$ cat src/rtl/shift_frame_ctrl_pkg.sv
// ============================================================================
// Module      : shift_frame_ctrl_pkg
// Description : Shared constants and FSM state encoding for the serial frame
//               transmitter.
// Revision    : 1.0 - initial release
// ============================================================================
`default_nettype none

package shift_frame_ctrl_pkg;

    // Default data bits per frame and divider width
    localparam int c_n_default    = 8;
    localparam int c_divw_default = 16;

    // Frame FSM encoding (2 bits)
    typedef enum logic [1:0] {
        IDLE  = 2'd0,
        START = 2'd1,
        DATA  = 2'd2,
        STOP  = 2'd3
    } state_t;

endpackage

`default_nettype wire

$ cat src/rtl/piso_shreg.sv
// ============================================================================
// Module      : piso_shreg
// Description : Parallel-in serial-out shift register, right shift, LSB out.
//               Load takes priority over shift.
// Revision    : 1.0 - initial release
// ============================================================================
`default_nettype none

module piso_shreg #(
    parameter int N = 8
) (
    input  logic         clk,
    input  logic         rst,
    input  logic         en,
    input  logic         ld,
    input  logic         si,
    input  logic [N-1:0] d,
    output logic [N-1:0] q,
    output logic         so
);

    logic [N-1:0] r_q;

    // Load a new word, or shift right with si entering at the MSB
    always_ff @(posedge clk or posedge rst) begin
        if (rst) begin
            r_q <= '0;
        end else if (ld) begin
            r_q <= d;
        end else if (en) begin
            r_q <= {si, r_q[N-1:1]};
        end
    end

    assign q  = r_q;
    assign so = r_q[0];

endmodule

`default_nettype wire

$ cat src/rtl/shift_frame_ctrl.sv
// ============================================================================
// Module      : shift_frame_ctrl
// Description : Serial frame transmitter: start bit (0), N data bits LSB
//               first, stop bit (1); each bit lasts latched div+1 cycles.
// Revision    : 1.0 - initial release
// ============================================================================
`default_nettype none

module shift_frame_ctrl
    import shift_frame_ctrl_pkg::*;
#(
    parameter int N    = c_n_default,
    parameter int DIVW = c_divw_default
) (
    input  logic            clk,
    input  logic            rst,
    input  logic            clr,
    input  logic [DIVW-1:0] div,
    input  logic            tx_valid,
    input  logic [N-1:0]    tx_data,
    output logic            tx_ready,
    output logic            sout,
    output logic            busy,
    output logic            done
);

    localparam int            c_bw       = $clog2(N);
    localparam logic [c_bw-1:0] c_last_bit = c_bw'(N - 1);

    state_t            r_state;
    state_t            w_state_nxt;
    logic [DIVW-1:0]   r_per_cnt;
    logic [DIVW-1:0]   r_div;
    logic [c_bw-1:0]   r_bit_cnt;
    logic              r_done;
    logic              w_done_nxt;
    logic              w_bit_end;
    logic              w_load;
    logic              w_shift;
    logic              w_tx_ready;
    logic              w_so;
    logic [N-1:0]      w_shreg_q_unused;

    // State register
    always_ff @(posedge clk or posedge rst) begin
        if (rst) begin
            r_state <= IDLE;
        end else begin
            r_state <= w_state_nxt;
        end
    end

    // Next-state decode, handshake, shift strobe and done request; clr overrides all
    always_comb begin
        w_state_nxt = r_state;
        w_done_nxt  = 1'b0;
        w_load      = 1'b0;
        w_shift     = 1'b0;
        w_bit_end   = (r_per_cnt == '0);
        w_tx_ready  = (r_state == IDLE) && !clr && !rst;
        case (r_state)
            IDLE: begin
                if (tx_valid && w_tx_ready) begin
                    w_state_nxt = START;
                    w_load      = 1'b1;
                end
            end
            START: begin
                if (w_bit_end) begin
                    w_state_nxt = DATA;
                end
            end
            DATA: begin
                if (w_bit_end) begin
                    w_shift = 1'b1;
                    if (r_bit_cnt == c_last_bit) begin
                        w_state_nxt = STOP;
                    end
                end
            end
            STOP: begin
                if (w_bit_end) begin
                    w_state_nxt = IDLE;
                    w_done_nxt  = 1'b1;
                end
            end
            default: w_state_nxt = IDLE;
        endcase
        if (clr) begin
            w_state_nxt = IDLE;
            w_done_nxt  = 1'b0;
            w_load      = 1'b0;
            w_shift     = 1'b0;
        end
    end

    // Period and bit counters; divider is latched only at the handshake
    always_ff @(posedge clk or posedge rst) begin
        if (rst) begin
            r_per_cnt <= '0;
            r_bit_cnt <= '0;
            r_div     <= '0;
        end else if (clr) begin
            r_per_cnt <= '0;
            r_bit_cnt <= '0;
        end else if (w_load) begin
            r_div     <= div;
            r_per_cnt <= div;
            r_bit_cnt <= '0;
        end else if (r_state != IDLE) begin
            if (w_bit_end) begin
                r_per_cnt <= r_div;
                if (r_state == DATA) begin
                    r_bit_cnt <= (r_bit_cnt == c_last_bit) ? '0 : r_bit_cnt + c_bw'(1);
                end
            end else begin
                r_per_cnt <= r_per_cnt - DIVW'(1);
            end
        end
    end

    // Done pulse for the first IDLE cycle after a completed frame
    always_ff @(posedge clk or posedge rst) begin
        if (rst) begin
            r_done <= 1'b0;
        end else begin
            r_done <= w_done_nxt;
        end
    end

    piso_shreg #(
        .N (N)
    ) u_shreg (
        .clk (clk),
        .rst (rst),
        .en  (w_shift),
        .ld  (w_load),
        .si  (1'b1),
        .d   (tx_data),
        .q   (w_shreg_q_unused),
        .so  (w_so)
    );

    // Serial line decoded from registered state and register contents only
    always_comb begin
        sout = 1'b1;
        case (r_state)
            START:   sout = 1'b0;
            DATA:    sout = w_so;
            default: sout = 1'b1;
        endcase
    end

    assign tx_ready = w_tx_ready;
    assign busy     = (r_state != IDLE);
    assign done     = r_done;

endmodule

`default_nettype wire

$ cat config.mk
export PLATFORM = sky130hd
export DESIGN_NAME = shift_frame_ctrl
export DESIGN_NICKNAME = d
export VERILOG_FILES = /design/src/rtl/shift_frame_ctrl_pkg.sv /design/src/rtl/piso_shreg.sv /design/src/rtl/shift_frame_ctrl.sv
export SDC_FILE = /design/constraint.sdc
export NUM_CORES = 1
export LEC_CHECK = 0
export BUFFER_PORTS_ARGS = -buffer_cell sky130_fd_sc_hd__buf_2
export CORE_ASPECT_RATIO = 0.8
export CORE_MARGIN = 2
export CORE_UTILIZATION = 52
export DETAILED_ROUTE_END_ITERATION = 8
export GPL_TIMING_DRIVEN = 1
export PLACE_DENSITY = 0.81
export SLEW_MARGIN = 10
export SYNTH_ARGS = -nofsm -noshare
export SYNTH_HDL_FRONTEND = slang
export SYNTH_HIERARCHICAL = 1
export SYNTH_SLANG_ARGS = --single-unit
export TNS_END_PERCENT = 100
$ cat constraint.sdc
create_clock -name clk -period 2.2 [get_ports clk]
set_input_delay 0.44 -clock clk [delete_from_list [all_inputs] [get_ports clk]]
set_output_delay 0.44 -clock clk [all_outputs]
set_load 0.01 [all_outputs]
# After elaboration in Yosys (flattened, before gate mapping)
# Cells that the tools add are included.
# op_classes
eq_ne	9
reduce_logical	15
add_sub_neg	2
muxes	28
bitwise_logic	1
# ops
op	count
$mux W16	4
$mux W3	6
$logic_not A16 Y1	1
$mux W8	2
$sub A16 B1 Y16 const B	1
$mux W2	6
$ne A3 B3 Y1 const B	4
$reduce_bool A3 Y1	3
$mux W1	8
$pmux W2 S4	1
$reduce_and A5 Y1	1
$eq A2 B2 Y1 const B	2
$reduce_bool A2 Y1	2
$add A3 B1 Y3 const B	1
$eq A3 B3 Y1 const B	1
$logic_and A1 B1 Y1	3
$ne A3 B2 Y1 const B	1
$reduce_and A3 Y1	1
$eq A2 B1 Y1 const B	1
$logic_not A1 Y1	2
$logic_not A2 Y1	1
$pmux W1 S2	1
$reduce_and A2 Y1	1
$not A1 Y1	1
# totals
out_inout_bits	4
reg_bits	46
word_cells	61
inputBits	28

# Logic depth before layout (Yosys ltp)
# Gate-level depths: netlist (run 1).
# depth
word_depth	9
mapped_depth	9
ltp_nobuf	8

# Modules after synthesis
# The synthesis (run 1) kept the hierarchy.
# modules_own_cells
module	instances	area_per_inst_um2	cells_per_inst	seq_area_each_um2
shift_frame_ctrl	1	2237.1	253	950.9
piso_shreg	1	384.1	36	200.2

# Least setup slack after synthesis (run 1)
# Ideal clock, no wire load.
# synth_timing
kind	register to register
startpoint	reg r_state[0]
endpoint	reg u_shreg.r_q[0], in the netlist u_shreg/q[0]
arrival_time_ns	1.983
required_ns	2.079
setup_ns	0.121
synth_period_minus_slack_ns	2.104
setup_slack_ns	0.096
path_stages_with_launch	9
path_buffers	3
cell_sequence	dfrtp_1 > inv_1 > ha_1 > nand4bb_1 > inv_1 > clkbuf_1 > buf_1 > buf_6 > o21ai_1
# synth_between
elab_chain_cells	8
elab_cells_between_ends	12
cone_classes	eq/ne (1); mux (6); reduce/logical (5)
# synth_rtl
element	line	text
from (decl)	shift_frame_ctrl.sv:30	state_t r_state;
from (signal assigned)	shift_frame_ctrl.sv:49	r_state <= w_state_nxt;
$logic_not A2 Y1 (*)	shift_frame_ctrl.sv:60, shift_frame_ctrl.sv:61	
$logic_and A1 B1 Y1 (2 in series)	shift_frame_ctrl.sv:60	w_tx_ready = (r_state == IDLE) && !clr && !rst;
$logic_and A1 B1 Y1	shift_frame_ctrl.sv:63	if (tx_valid && w_tx_ready) begin
$mux W1	shift_frame_ctrl.sv:63	
$mux W1 (*)	shift_frame_ctrl.sv:61	case (r_state)
$mux W1 (*)	shift_frame_ctrl.sv:89	if (clr) begin
via w_load	shift_frame_ctrl.sv:38	logic w_load;
$mux W8 / $reduce_bool A2 Y1 (equally long branches)	n/a	
to (signal assigned)	piso_shreg.sv:31	r_q <= {si, r_q[N-1:1]};
to (decl)	piso_shreg.sv:22	logic [N-1:0] r_q;
# Mark *: on every way through the listed nets, which the timed path passes. The rest lies on a longest branch.
# A chain may end at the register's enable or synchronous reset.

# Worst setup path in the final report (run 1)
# layout_timing
startpoint	reg r_per_cnt[10]
endpoint	reg r_state[0]
# layout_between
elab_chain_cells	3
elab_cells_between_ends	5
cone_classes	eq/ne (3); reduce/logical (2)
# layout_rtl
element	line	text
from (decl)	shift_frame_ctrl.sv:32	logic [DIVW-1:0] r_per_cnt;
from (signal assigned)	shift_frame_ctrl.sv:108	r_per_cnt <= div;
from (signal assigned)	shift_frame_ctrl.sv:112	r_per_cnt <= r_div;
from (signal assigned)	shift_frame_ctrl.sv:117	r_per_cnt <= r_per_cnt - DIVW'(1);
$logic_not A16 Y1 (*)	shift_frame_ctrl.sv:59	w_bit_end = (r_per_cnt == '0);
$ne A3 B3 Y1 (no source line)	n/a	
$reduce_and A5 Y1 (no source line) (*)	n/a	
# Mark *: on every way between the ends. The rest lies on a longest branch, timed or not.

==> results.md, run 1 <==
* Outcome: completed
* Syn-to-layout area delta at 16.6%
* Initial Util at 0.531
* Flop pwr share at 0.332
* Vias at approximately 2200
* Final setup TNS at 0 ps
* Clk pwr share at 0.169
* Core Area at 4920 sq um
* Tmin final at slightly above 2000 ps
* Mean post-synth cell area at 9.08 sq um
* H-tree depth at 2
* First-pass GRT wire length at 10.2 mm
* Max IR drop VDD at 0.000674 V
* Global route overflow at 0
* Antenna cells at 0
* Data arrival, critical path at 2230 ps
* Bufs on Longest Clock Path at 2
* CP required at 2410 ps
* # DRC at 0
* Peak Freq at 494 MHz
* Final setup viols at 0
* Vias in the first global route at 2082
* CTS Sinks at 46
* Gate Count Post-Synth at roughly 290
* Post-route ant nets at 0
* CP Launch Type: flop
* Pint at 2.71 mW
* I/O Buffers at 31
* Fraction of layout cells with a size suffix above 1 at 0.220
* Dpl hpwl at 4.41 mm
* Fin crit share at 0.920
* Crit end category: flop
* Switching part of the total at 0.408
* Hold-fix buffers at CTS at 0
* Final max-slew violation count at 0
* Largest net degree at the start of global routing at 39
* GP Congestion at 0.940
* TritonCTS clock tree: done
* Yosys synthesis warning count at 6
* Root Buffer: clkbuf_8
* Reported max-cap violation count at 0
* Hold Fails Final Rpt at 0
* Most frequent cells in the layout: nand2_1, dfrtp_1, buf_2
* Avg WL per Cell at 15.7 um
* Die extent in x at around 83 um
* Syn nets at 324
* Routed WL at 6.13 mm
* Final nets at 363
* Gr usage total at 0.233
* Worst Skew at 11.9 ps
* Worst-path clk slew at roughly 90 ps
* PD cells at 1500 nW/um^2
* Initial antenna violation count at 0
* DRT iter0 DRCs at 133
* CP Max Fanout at 10
* Hold Slack at 117 ps
* Die area at 5610 sq um
* Drt first pass iters at 5
* Logic pwr share at 0.499
* # rows at 23
* Most common cell after layout, fill and taps aside: nand2_1
* Die Ht at around 67 um
* Leakage at 1.46 nW
* Final Util at 0.619
* Clock latency on the worst-skew pair at 300 ps
* Mapped Area at 2610 sq um
* Via/cell ratio at 5.67
* # IOs at 32
* CTS Buf Count at 5
* Net Sw Power at roughly 1.9 mW
* Worst hold path type: in2async
* Setup Crit Path Kind: reg2reg
-- final cells by class --
type / instances / area [sq um]
Fill cell: 429 / 1870
Multi-Input combinational cell: 213 / 1350
Timing Repair Buffer: 48 / 283
Clock buffer: 6 / 82.6
Tap cell: 62 / 77.6
Clock inverter: 2 / 60.1
Sequential cell: 46 / 1150
Inverter: 13 / 48.8
-- state kept, by name, indices dropped and copies added, names as in the netlist --
name	flops
r_div	16
r_per_cnt	16
u_shreg/q	8
r_bit_cnt	3
r_state	2
done	1
-- worst paths after layout --
kind	start	endpoint	slack (ps)	depth (start not counted)
worst max-delay path	r_per_cnt[10]	r_state[0]	180	6
max in group asynchronous	rst	r_per_cnt[1]	1530	3
min in group clk	tx_data[2]	u_shreg/q[2]	340	3
worst min-delay path	rst	u_shreg/q[7]	120	2
worst max register to register	r_per_cnt[10]	r_state[0]	180	6
worst min register to register	r_div[1]	r_div[1]	480	2
-- power by group through the flow --
stage | Combinational (mW) | Sequential (mW) | Clock [mW]
3_5_place_dp | 2.23 | 1.52 | 0
3_3_place_gp | 2.19 | 1.50 | 0
5_1_grt | 2.57 | 1.57 | 0.834
6_report | 2.29 | 1.52 | 0.773
4_1_cts | 2.25 | 1.50 | 0.793
2_1_floorplan | 1.69 | 1.41 | 0
-- worst max-delay path: stages (launching register included) --
cell	delay, ps
dfrtp_1	440
nor4_2	490
nand4_1	180
buf_4	220
o21ai_2	170
o211ai_1	120
a221oi_1	300
-- per-stage QoR --
stage | area, sq um | std cells | power (mW) | setup WS [ps]
6_report | 3050 | 390 | 4.58 | 176
5_1_grt | 3050 | 390 | 4.97 | -11.6
4_1_cts | 3040 | 390 | 4.55 | 112
3_5_place_dp | 2890 | 382 | 3.75 | 159
3_3_place_gp | 2890 | 382 | 3.69 | 231
2_1_floorplan | 2610 | 288 | 3.10 | 96.3
-- timing repair --
| action | in CTS | in global routing |
|---|---|---|
| gates resized for setup | 0 | 2 |
| setup buffers | 0 | 0 |
| endpoints found under the setup margin | 0 | 1 |
-- metal layers --
layer | track usage | wire [um] | vias to the layer above
met5 | 0 | 0 | -
met4 | 0.0676 | 55 | 0
met3 | 0.0636 | 354 | 6
met2 | 0.353 | 2690 | 70
met1 | 0.330 | 3020 | 1038
li1 | - | - | 1096
Power figures use the tool's default switching activity.
==> run 2: changes to the inputs <==
--- a/config.mk
+++ b/config.mk
@@ -6,9 +6,11 @@
 export NUM_CORES = 1
 export LEC_CHECK = 0
 export BUFFER_PORTS_ARGS = -buffer_cell sky130_fd_sc_hd__buf_2
+export CELL_PAD_IN_SITES_DETAIL_PLACEMENT = 0
+export CELL_PAD_IN_SITES_GLOBAL_PLACEMENT = 2
 export CORE_ASPECT_RATIO = 0.8
 export CORE_MARGIN = 2
-export CORE_UTILIZATION = 52
+export CORE_UTILIZATION = 32
 export DETAILED_ROUTE_END_ITERATION = 8
 export GPL_TIMING_DRIVEN = 1
 export PLACE_DENSITY = 0.81
==> results.md, run 2 (synthesis gave the netlist of run 1 again) <==
* # DRC at 0 (unchanged)
* Overall Power at 4.41 mW (-3.6%)
* Outcome: completed
* Hold Slack at 101 ps (-16.5 ps)
* PD cells at 1440 nW/um^2 (-4.4%)
* Die Ht at 84.8 um (+26%)
* # IOs at 32 (unchanged)
* Die extent in x at 105 um (+26%)
* Syn-to-layout area delta at 17.6%
* H-tree depth at 2 (unchanged)
* Worst-path clk slew at 90 ps (about the same)
* Tmin final at 2050 ps (+25.2 ps)
* TritonCTS clock tree: done
* Final Util at 0.387 (-0.233)
* Slew margin rel. at 0.664
* Actual slew at the worst max-slew pin at 504 ps
* Antenna cells at 0 (unchanged)
* Final worst slack at 151 ps (-25.2 ps)
* Fraction of layout cells with a size suffix above 1 at 0.226 (+0.00610)
* CP Max Fanout at 11 (+1)
* Post-CTS setup buffer count at 0 (unchanged)
* Worst Skew at 11.6 ps (-0.349 ps)
* Switching part of the total at 0.423 (+0.0146)
* GP Congestion at 0.858 (-8.7%)
* Fin crit share at 0.931 (+0.0115)
* Largest net degree at the start of global routing at 39 (unchanged)
* Final nets at 363 (unchanged)
* Drt first pass iters at 6 (+1)
* Clock latency on the worst-skew pair at 300 ps (about the same)
* CP Launch Type: flop
* Via/cell ratio at 4.97 (-12%)
* # rows at 29 (+26%)
* Leakage at 1.44 nW (-1.3%)
* Bufs on Longest Clock Path at 2 (unchanged)
* Vias in the first global route at 2145 (+3.0%)
* Max IR drop VDD at 0.000514 V (-24%)
* CTS Sinks at 46 (unchanged)
* Cell Count, Final, Fillers Out at 436 (+12%)
* CTS Buf Count at 5 (unchanged)
* Setup Crit Path Kind: reg2reg
* Initial antenna violation count at 0 (unchanged)
* RSZ-0062 raised after global routing: no
* Data arrival, critical path at 2250 ps (+20 ps)
* Design area at 3070 sq um (+0.82%)
* Final setup viols at 0 (unchanged)
* DP Area at 2950 sq um (+2.0%)
* Initial Util at 0.329 (-0.202)
* Peak Freq at 488 MHz (-1.2%)
* Dpl hpwl at 4.76 mm (+8.0%)
* Most common cell after layout, fill and taps aside: nand2_1
* I/O Buffers at 31 (unchanged)
* CP required at 2400 ps (about the same)
* DRT iter0 DRCs at 104 (-22%)
* Vias at 2167 (-1.9%)
* Pint at 2.55 mW (-6.0%)
* Reported max-cap violation count at 0 (unchanged)
* Die area at 8910 sq um (+59%)
* Pre-CTS setup slack at 140 ps (-19.7 ps)
* Clk pwr share at 0.143 (-0.026)
* Hold Fails Final Rpt at 0 (unchanged)
* Final setup TNS at 0 ps (unchanged)
* First-pass GRT wire length at 10.9 mm (+7.0%)
* Root Buffer: clkbuf_8
* Routed WL at 6.44 mm (+5.0%)
* Core Area at 7950 sq um (+61%)
* Cells after DPL at 428 (+12%)
* Worst hold path type: in2async
* Crit end category: flop
* Logic pwr share at 0.518 (+0.019)
* Flop pwr share at 0.339 (+0.007)
* Gr usage total at 0.153 (-0.0797)
* Net Sw Power at 1.87 mW (-0.13%)
* Global route overflow at 0 (unchanged)
* Final max-slew violation count at 0 (unchanged)
* Most frequent cells in the layout: nand2_1, dfrtp_1, buf_2
* Avg WL per Cell at 14.8 um (-6.1%)
* Hold-fix buffers at CTS at 0 (unchanged)
* Post-route ant nets at 0 (unchanged)
## run 2: cell count changes in the layout (fill, tap and decap cells not counted), sizes merged
cell | previous run | this run
bufinv | 2 | 1
clkinv | 0 | 2
clkbuf | 6 | 5
## run 2: what timing repair did
| action | in CTS | in global routing |
|---|---|---|
| hold endpoints to repair | 0 | 0 |
| resized for setup | 0 | 4 |
| endpoints found under the setup margin | 0 | 10 |
## run 2: final cells by class
cell class | instances | area, sq um
sequential | 46 | 1150
fill | 816 | 4870
multi-input combinational | 213 | 1340
clock inverter | 3 | 40.0
timing repair buffer | 48 | 287
inverter | 13 | 48.8
clock buffer | 5 | 68.8
tap | 108 | 135
## run 2: final timing paths
kind                               from           end  slack, ps  cells after the start
setup / recovery           r_per_cnt[1]    r_state[0]        150                      8
hold / removal                      rst  u_shreg/q[6]        100                      2
setup reg to reg           r_per_cnt[1]    r_state[0]        150                      8
hold reg to reg               r_div[10]     r_div[10]        480                      2
max in group asynchronous           rst     r_div[10]       1540                      3
min in group clk             tx_data[7]  u_shreg/q[7]        350                      3
## run 2: critical path: stages, from the launching register on
cell	delay (ps)
dfrtp_1	420
inv_1	110
ha_1	150
nor4b_2	290
nand4_1	170
buf_4	230
o21ai_2	170
o211ai_1	110
a221oi_1	290
## run 2: power by group through the flow
stage	sequential [mW]	clock, mW	combinational (mW)
5_1_grt	1.55	0.678	2.57
3_3_place_gp	1.50	0	2.26
3_5_place_dp	1.51	0	2.27
6_report	1.49	0.631	2.29
4_1_cts	1.49	0.641	2.29
2_1_floorplan	1.41	0	1.69
## run 2: layer usage
metal  vias to the layer above  share of wire  track usage
met5                         -              0            0
met2                        47           0.40        0.217
met1                      1018           0.54        0.237
li1                       1093              -            -
met3                         9          0.044       0.0292
met4                         0          0.015       0.0424
==> run 3: changes to the inputs <==
--- a/config.mk
+++ b/config.mk
@@ -10,10 +10,11 @@
 export CELL_PAD_IN_SITES_GLOBAL_PLACEMENT = 2
 export CORE_ASPECT_RATIO = 0.8
 export CORE_MARGIN = 2
-export CORE_UTILIZATION = 32
+export CORE_UTILIZATION = 33
+export CTS_BUF_LIST = sky130_fd_sc_hd__clkbuf_4 sky130_fd_sc_hd__clkbuf_8
 export DETAILED_ROUTE_END_ITERATION = 8
 export GPL_TIMING_DRIVEN = 1
-export PLACE_DENSITY = 0.81
+export PLACE_DENSITY = 0.83
 export SLEW_MARGIN = 10
 export SYNTH_ARGS = -nofsm -noshare
 export SYNTH_HDL_FRONTEND = slang
==> results.md, run 3 (synthesis gave the netlist of run 1 again) <==
* Worst Skew at 5.87 ps (-5.72 ps)
* Die area at 8650 sq um (-2.9%)
* Slew margin rel. at 0.656 (-0.00791)
* R2R setup slack at 160 ps (about the same)
* Final setup viols at 0 (unchanged)
* Die extent in x at 104 um (-1.5%)
* Most frequent cells in the layout: nand2_1, dfrtp_1, buf_2
* CTS Buf Count at 5 (unchanged)
* Register area at 1150 sq um (unchanged)
* Final nets at 370 (+1.9%)
* Leakage at 1.48 nW (+2.8%)
* Top sig layer: met4
* H-tree depth at 2 (unchanged)
* Hold-fix buffers at CTS at 0 (unchanged)
* GP Congestion at 0.847 (-1.3%)
* Post-route ant nets at 0 (unchanged)
* Syn-to-layout area delta at 19.5%
* Switching part of the total at 0.424 (+0.000485)
* Final worst slack at 157 ps (+6.35 ps)
* Die Ht at 83.6 um (-1.5%)
* CTS Sinks at 46 (unchanged)
* Antenna cells at 0 (unchanged)
* CP cell instances: or4_4, nor4_4, and2_1, o31ai_1, a22o_1
* Setup Crit Path Kind: reg2reg
* Multi-input logic area at 1350 sq um (+0.19%)
* Met2 Wirelength at 2.76 mm (+6.3%)
* Root Buffer: clkbuf_8
* Gr usage total at 0.159 (+0.00549)
* Max IR drop VDD at 0.000481 V (-6.5%)
* Vias in the first global route at 2127 (-0.84%)
* Most common cell after layout, fill and taps aside: nand2_1
* Routed WL at 6.66 mm (+3.4%)
* Origin of the critical flop-to-flop path: r_per_cnt[6]
* Data arrival, critical path at 2230 ps (-20 ps)
* DRT iter0 DRCs at 118 (+13%)
* Worst-path clk slew at 90 ps (about the same)
* Post-CTS setup buffer count at 0 (unchanged)
* Cells after DPL at 435 (+1.6%)
* Final max-slew violation count at 0 (unchanged)
* Reported max-cap violation count at 0 (unchanged)
* Logic pwr share at 0.545 (+0.027)
* CP Launch Type: flop
* Largest net degree at the start of global routing at 39 (unchanged)
* Dpl hpwl at 4.81 mm (+0.95%)
* Global route overflow at 0 (unchanged)
* CP max stage delay at 580 ps (+160 ps)
* Core Area at 7800 sq um (-1.8%)
* Met3 routed WL at 352 um (+24%)
* Drt first pass iters at 4 (-2)
* Clk pwr share at 0.123 (-0.020)
* RSZ-0062 raised after global routing: no
* Avg WL per Cell at 15.0 um (+1.8%)
* Fraction of layout cells with a size suffix above 1 at 0.236 (+0.0102)
* Worst hold path type: in2async
* M1 WL at 3.47 mm (+0.23%)
* I/O Buffers at 31 (unchanged)
* TritonCTS clock tree: done
* PD cells at 1440 nW/um^2 (+0.44%)
* Peak Freq at 490 MHz (+0.31%)
* Via/cell ratio at 5.03 (+1.3%)
* Fin crit share at 0.928 (-0.00289)
* # IOs at 32 (unchanged)
* Cell Count, Final, Fillers Out at 443 (+1.6%)
* Slowest stage cell, crit path: or4_4
* Pint at 2.60 mW (+2.0%)
* Worst setup path startpoint: r_per_cnt[6]
* Final setup TNS at 0 ps (unchanged)
* Pre-CTS setup slack at 137 ps (-2.35 ps)
* Net Sw Power at 1.91 mW (+2.2%)
* Vias at 2230 (+2.9%)
* CP required at 2390 ps (about the same)
* Actual slew at the worst max-slew pin at 516 ps (+11.9 ps)
* Initial antenna violation count at 0 (unchanged)
* Flop pwr share at 0.332 (-0.007)
* Tmin final at 2040 ps (-6.35 ps)
* Hold Fails Final Rpt at 0 (unchanged)
* Post-CTS Resized at 0 (unchanged)
* CP Max Fanout at 6 (-5)
* Crit end category: flop
* # DRC at 0 (unchanged)
* Outcome: completed
* Bufs on Longest Clock Path at 2 (unchanged)
* # rows at 29 (unchanged)
* Fill cells at 795 (-2.6%)
* First-pass GRT wire length at 11.1 mm (+1.6%)
* Initial Util at 0.335 (+0.00612)
* Clock latency on the worst-skew pair at 290 ps (about the same)
## run 3: changes by cell type in the layout (fill, tap and decap cells not counted), sizes merged
| cell | delta |
|---|---|
| clkbuf | +2 |
| bufinv | -1 |
| buf | +7 |
| clkinv | -1 |
## run 3: layer usage
metal | up-vias | global-route usage
met4 | 0 | 0.0332
met2 | 58 | 0.235
met3 | 4 | 0.0258
met1 | 1059 | 0.243
met5 | - | 0
li1 | 1109 | -
## run 3: layout make-up
class                           count  share of cell area
Clock buffer                        7              0.0288
Timing Repair Buffer               55               0.111
Clock inverter                      1             0.00160
Multi-Input combinational cell    213               0.431
Tap cell                          108              0.0433
Inverter                           13              0.0156
Sequential cell                    46               0.369
## run 3: stage by stage
step                      hold slack [ps]  area [sq um]  total power, mW  utilization
after global placement                441          3020             3.89        0.387
final                                 121          3120             4.51        0.400
after global routing                  156          3120             4.89        0.400
after detailed placement              451          3020             3.92        0.387
after CTS                             138          3110             4.49        0.399
after floorplan                       256          2610             3.10            -
## run 3: path summary, 6_finish.rpt
path / endpoint / cells after the start
max in group asynchronous: r_div[2] / 3
min in group clk: u_shreg/q[3] / 3
hold / removal: u_shreg/q[1] / 2
setup reg to reg: r_per_cnt[15] / 5
setup / recovery: r_per_cnt[15] / 5
hold reg to reg: r_div[14] / 2
## run 3: power by group through the flow
stage,clock [mW],sequential (mW),combinational [mW]
after floorplan,0,1.41,1.69
after global placement,0,1.49,2.39
after detailed placement,0,1.50,2.42
after CTS,0.572,1.48,2.44
after global routing,0.612,1.54,2.74
final,0.555,1.50,2.46
## run 3: worst max-delay path: cells and delay by family (launching register included)
kind / cells / cell delay [ps]
simple gates: 3 / 1220
flops: 1 / 460
compound gates: 2 / 270
